[config.mk]
export PLATFORM = sky130hd
export DESIGN_NAME = pulse_train_gen
export DESIGN_NICKNAME = d
export VERILOG_FILES = /design/src/rtl/pulse_gen_pkg.sv /design/src/rtl/pulse_gen_ch.sv /design/src/rtl/pulse_train_gen.sv
export SDC_FILE = /design/constraint.sdc
export NUM_CORES = 2
export LEC_CHECK = 0
export ABC_AREA = 1
export BUFFER_PORTS_ARGS = -buffer_cell sky130_fd_sc_hd__buf_2
export CORE_UTILIZATION = 32
export DETAILED_ROUTE_END_ITERATION = 7
export MAX_ROUTING_LAYER = met4
export PLACE_DENSITY = 0.57
export SETUP_SLACK_MARGIN = 0.4
export SLEW_MARGIN = 20
export SYNTH_ARGS = -nofsm -noshare
export SYNTH_HDL_FRONTEND = slang
export SYNTH_HIERARCHICAL = 1
export SYNTH_SLANG_ARGS = --single-unit
[constraint.sdc]
create_clock -name io_clk -period 4.95 [get_ports io_clk]
set_clock_uncertainty 0.05 [all_clocks]
set_input_delay 0.2475 -clock io_clk [delete_from_list [all_inputs] [get_ports io_clk]]
set_output_delay 0.2475 -clock io_clk [all_outputs]
set_load 0.01 [all_outputs]
[src/rtl/pulse_gen_pkg.sv]
// Shared types and defaults for the multi-channel pulse train generator.
// Holds the per-channel FSM encoding and the default channel/field sizes.
package pulse_gen_pkg;

    localparam int CH_DEFAULT = 4;
    localparam int W_DEFAULT  = 32;

    typedef enum logic [2:0] {
        ST_IDLE,
        ST_DELAY,
        ST_HIGH,
        ST_LOW,
        ST_DONE
    } pulse_state_e;

endpackage

[src/rtl/pulse_gen_ch.sv]
// One pulse channel: delay, then width/gap alternation, finite or continuous.
// Output and completion strobe are registered from the next state.
import pulse_gen_pkg::*;

module pulse_gen_ch #(
    parameter int W = W_DEFAULT
) (
    input  logic         io_clk,
    input  logic         io_rst,
    input  logic         en,
    input  logic         default_level,
    input  logic [W-1:0] delay_width,
    input  logic [W-1:0] pulse_width,
    input  logic [W-1:0] unaccess_width,
    input  logic [W-1:0] pulse_times,
    output logic         pulse_out,
    output logic         busy,
    output logic         valid
);

    pulse_state_e state_q;
    pulse_state_e state_d;

    logic [W-1:0] dly_q;
    logic [W-1:0] wid_q;
    logic [W-1:0] gap_q;
    logic [W-1:0] times_q;
    logic [W-1:0] cnt_q;
    logic [W-1:0] pcnt_q;
    logic [W-1:0] last;
    logic         phase_end;
    logic         last_pulse;
    logic         pulse_d;
    logic         valid_d;

    // cnt_q runs 0..last inside a phase, so a phase lasts last+1 cycles
    always_comb begin
        last = '0;
        unique case (state_q)
            ST_DELAY: last = dly_q - W'(1);
            ST_HIGH:  last = (wid_q == '0) ? '0 : wid_q - W'(1);
            ST_LOW:   last = (gap_q == '0) ? '0 : gap_q - W'(1);
            default:  last = '0;
        endcase
    end

    assign phase_end  = (cnt_q == last);
    assign last_pulse = (times_q != '0) && (pcnt_q == times_q);

    always_ff @(posedge io_clk) begin
        if (!io_rst) begin
            state_q   <= ST_IDLE;
            dly_q     <= '0;
            wid_q     <= '0;
            gap_q     <= '0;
            times_q   <= '0;
            cnt_q     <= '0;
            pcnt_q    <= '0;
            pulse_out <= default_level;
            valid     <= 1'b0;
        end else begin
            state_q   <= state_d;
            pulse_out <= pulse_d;
            valid     <= valid_d;
            if ((state_d != state_q) || !busy) begin
                cnt_q <= '0;
            end else begin
                cnt_q <= cnt_q + W'(1);
            end
            if ((state_q == ST_IDLE) && en) begin
                dly_q   <= delay_width;
                wid_q   <= pulse_width;
                gap_q   <= unaccess_width;
                times_q <= pulse_times;
                pcnt_q  <= (state_d == ST_HIGH) ? W'(1) : '0;
            end else if ((state_q != ST_HIGH) && (state_d == ST_HIGH)) begin
                pcnt_q <= pcnt_q + W'(1);
            end
        end
    end

    always_comb begin
        state_d = state_q;
        unique case (state_q)
            ST_IDLE: begin
                if (en) begin
                    state_d = (delay_width != '0) ? ST_DELAY : ST_HIGH;
                end
            end
            ST_DELAY: begin
                if (!en) begin
                    state_d = ST_IDLE;
                end else if (phase_end) begin
                    state_d = ST_HIGH;
                end
            end
            ST_HIGH: begin
                if (!en) begin
                    state_d = ST_IDLE;
                end else if (phase_end) begin
                    state_d = last_pulse ? ST_DONE : ST_LOW;
                end
            end
            ST_LOW: begin
                if (!en) begin
                    state_d = ST_IDLE;
                end else if (phase_end) begin
                    state_d = ST_HIGH;
                end
            end
            ST_DONE: begin
                if (!en) begin
                    state_d = ST_IDLE;
                end
            end
            default: state_d = ST_IDLE;
        endcase
    end

    always_comb begin
        pulse_d = (state_d == ST_HIGH) ? ~default_level : default_level;
        valid_d = (state_q == ST_HIGH) && (state_d == ST_DONE);
        busy    = (state_q == ST_DELAY) ||
                  (state_q == ST_HIGH)  ||
                  (state_q == ST_LOW);
    end

endmodule

[src/rtl/pulse_train_gen.sv]
// Top level: CH independent pulse channels sharing one clock and reset.
// Packed per-channel configuration buses are sliced W bits per channel.
import pulse_gen_pkg::*;

module pulse_train_gen #(
    parameter int CH = CH_DEFAULT,
    parameter int W  = W_DEFAULT
) (
    input  logic            io_clk,
    input  logic            io_rst,
    input  logic [CH-1:0]   io_en,
    input  logic [CH-1:0]   io_defaultLevel,
    input  logic [CH*W-1:0] io_delayWidth,
    input  logic [CH*W-1:0] io_pulseWidth,
    input  logic [CH*W-1:0] io_unaccessWidth,
    input  logic [CH*W-1:0] io_pulse_times,
    output logic [CH-1:0]   io_pulseOut,
    output logic [CH-1:0]   pulse_busy,
    output logic [CH-1:0]   pulse_valid
);

    for (genvar i = 0; i < CH; i++) begin : g_ch
        pulse_gen_ch #(
            .W(W)
        ) u_ch (
            .io_clk         (io_clk),
            .io_rst         (io_rst),
            .en             (io_en[i]),
            .default_level  (io_defaultLevel[i]),
            .delay_width    (io_delayWidth[i*W +: W]),
            .pulse_width    (io_pulseWidth[i*W +: W]),
            .unaccess_width (io_unaccessWidth[i*W +: W]),
            .pulse_times    (io_pulse_times[i*W +: W]),
            .pulse_out      (io_pulseOut[i]),
            .busy           (pulse_busy[i]),
            .valid          (pulse_valid[i])
        );
    end

endmodule

==> results.md <==
- Syn Nets: 8932
- Antenna violations before repair: 30
- Crit path max-delay cell type: nor2_4
- Worst min-delay path class: input port to register
- Synth Warn #: 6
- Setup crit end kind: register
- Highest clock rate: 238.3 MHz
- Synthesized area: 51620 µm²
- Crit path top cell by count: nand2_1
- Min Tclk post-route: 4197 ps
- Global-route wire length before repair: between 300000 and 400000 µm
- Slew HR: a little under two fifths
- Max Slew Vio Count: 0
- Final hold violations: 0
- Max stage delay on crit path: about 530 ps
- Number of DRC markers in iteration 0: 5054
- Clock sinks: 788
- Startpoint Class: register
- Ys async rst share: 0%
- Worst-path fanout max: 31
- GP Congestion: 0.9936
- First-pass iteration count of the detailed router: 8
- R2r worst-path depth: 20
- Crit path max-delay family: simple AND/OR/NAND/NOR gates
- Leak Pwr: 26.61 nW
- Ranking of synthesized cells by area: dfxtp_1 31%, nand2_1 14%, nor2_1 7.8%, nand3_1 7.5%, inv_1 7.0%
- H-tree levels: 3
- Gr usage total: 26.49%
- Die W: 403.6 µm
- Vias in the first global route: around 56000
- DIE HEIGHT: 403.6 µm
- Highest ir drop seen on vdd: about 0.27 mV
- Worst hold start: io_pulseWidth[96]
- Synth Register Bits: 788
- Critical path origin: g_ch[3].u_ch/state_q[0]
- Number of vias per cell: 5.104
- Clk buf depth: 3
- Setup TNS: 0 ps
- Crit-path cells: nand2_1 > nor2_2 > inv_2 > nor2_4 > nand3_1 > nand3_1 > nand2_1 > nand2_1 > nand2_1 > nor2_1 > nand2_1 > nor2_2 > nand2_1 > nand2_1 > nand3_1 > nand2_1 > nand3_4 > nand2_4 > nand2_1 > a21oi_1
- MaxCap Viol Count: 0
- Req. time, crit path: 5540 ps
- Syn Inst Count: 8382
- Status: complete, no violations
- HPWL after DPL: 168500 µm
- Via count: 58849
- Slew @ Worst Pin: 926.0 ps
- Yosys cell types: 44
- Nets: between 9000 and 10000
- Area grow syn2layout: 25.17%
- Clk pin slew, worst setup/hold paths: 60 ps
- Worst EP arrival: approximately 4800 ps
- Buffer count from post-CTS setup fixing: 0
- Fraction of layout instances using a drive strength above 1: 11.10%
- Core Box Area: approximately 160000 µm²
- Power per cell area: around 290 nW/µm²
- Cts bufs inserted: 101
- Worst-Skew Late Latency: between 700 and 800 ps
- DRC viols: 0
- DP Worst Slack: 787.9 ps
- Cell area after layout: 64610 µm²
- Hold Crit Depth: 3
- Floorplan row count: 147
- Starting density of the core: 32.18%
- CTS Root Cell: clkbuf_16
- GR Overflow Total: 0
- Seq/Total Area, Yosys: 30.56%
- Tcrit/Tclk final: a little over four fifths
- Largest area contributor in the netlist: dfxtp_1
- Commonest non-fill, non-tap cells in the layout: 1900 x nand2_1, 1072 x nor2_1, 966 x inv_1, 788 x dfxtp_1, 771 x nand3_1
- Avg Cell Area, Syn: a little over 6 µm²
- # setup viols final: 0
- Placed cell area: between 50000 and 60000 µm²
- Top-area cell type share of the netlist area: 30.56%
- Die Area: 162900 µm²
- DR WL/cell: 18.92 µm
- Reg2reg start: g_ch[3].u_ch/state_q[0]
- CTS tree: done
- # IOs: between 500 and 600
- Crit path depth: 20
- Final WL: between 200000 and 250000 µm
- Post-synth EDFFs: 0
- Most common cell after layout, fill and taps aside: nand2_1
- Critical path type: register to register
- PortBufs: roughly 530
- Pin count of the biggest net entering global routing: ~190
- PnR worst setup slack: about 750 ps
- RSZ-0062 raised after global routing: no
- Antenna Violating Nets Remaining: 0
- Top FF cell, synth: dfxtp_1
- Crit path buf inv count: 1
cell families after synthesis:
kind of cell	share of synthesized area, %
xor+xnor	5.682
fa+ha+maj	0.6787
buf+inv	10.04
flops	30.56
compound gates	13.30
simple gates	39.74
worst paths after layout:
kind                                                end  slack (ps)
worst max-delay path            g_ch[3].u_ch/pcnt_q[16]         750
worst min-delay path              g_ch[3].u_ch/wid_q[0]          10
worst max register to register  g_ch[3].u_ch/pcnt_q[16]         750
worst min register to register   g_ch[3].u_ch/dly_q[31]         420
cell type report:
cell class	instances	area, µm²
clock inverter	43	503.0
tap	2160	2703
inverter	999	3750
clock buffer	137	2917
antenna	21	52.55
timing repair buffer	1090	8193
sequential	788	15780
fill	17230	95780
multi-input combinational	6292	30710
synthesized netlist by cell type (2+ instances only):
cell         n
xor2_1     229
a21oi_1    699
nand3_2     18
nand2_2     13
nand3_4      4
nor4_2       5
a31oi_1      3
or2_2       38
a21oi_4      3
buf_2       28
inv_2       23
nand3_1    774
o21ai_0    637
and2_0       2
nor2_4      17
o21ai_2      3
buf_1       20
a22oi_1      2
clkinv_1    10
inv_1      966
nor2_8       9
clkbuf_1   220
nor3_1     119
o21ai_1     11
nor3b_1      5
buf_6       34
nor2_2     135
nor4_1     110
nor3_2      12
or4_1        4
nand2_4     10
nand4_1    302
ha_1        28
nand2_1   1901
dfxtp_1    788
and2_1       3
xnor2_1    104
nand3b_1    14
nor2_1    1072
or3_1        3
worst min-delay path: cells and delay by family:
kind,cells,cell delay [ps]
compound gates,2,430
buf+inv,1,80
state kept, by name, indices dropped and copies added (netlist names):
register and flops:
g_ch.u_ch/cnt_q 128, g_ch.u_ch/dly_q 128, g_ch.u_ch/gap_q 128, g_ch.u_ch/pcnt_q 128, g_ch.u_ch/pulse_out 4, g_ch.u_ch/state_q 12, g_ch.u_ch/times_q 128, g_ch.u_ch/valid 4
g_ch.u_ch/wid_q 128
stage by stage:
stage	utilization, %	total power, mW	cells	hold slack (ps)
after floorplan	-	9.667	8382	295.1
after global placement	34.91	11.02	10816	393.2
after detailed placement	34.91	11.03	10816	396.5
after CTS	40.23	19.14	11507	3.183
after global routing	40.28	19.92	11530	5.954
final	40.28	19.01	11530	10.23
layer usage:
metal | share of wire [%] | up-vias | GRT usage [%]
met5 | 0 | - | -
met4 | 3.7 | 0 | 9.091
met2 | 46 | 1829 | 43.11
li1 | - | 29149 | -
met1 | 45 | 27484 | 33.92
met3 | 5.2 | 387 | 3.023
repair_timing:
item,4_1_cts,5_1_grt
hold buffers,511,2
hold endpoints to repair,520,2
setup endpoints to repair,0,1
gates resized for setup,0,1
power by group:
part           internal (mW)  total (mW)  leakage (nW)  switching [mW]
Sequential              6.72        7.11          6.47           0.392
Clock                   4.54        7.72          1.68            3.17
Combinational           1.39        4.18          18.5            2.79
Total                   12.7        19.0          26.6            6.36
Note: power is estimated with default switching activity, not from simulation.
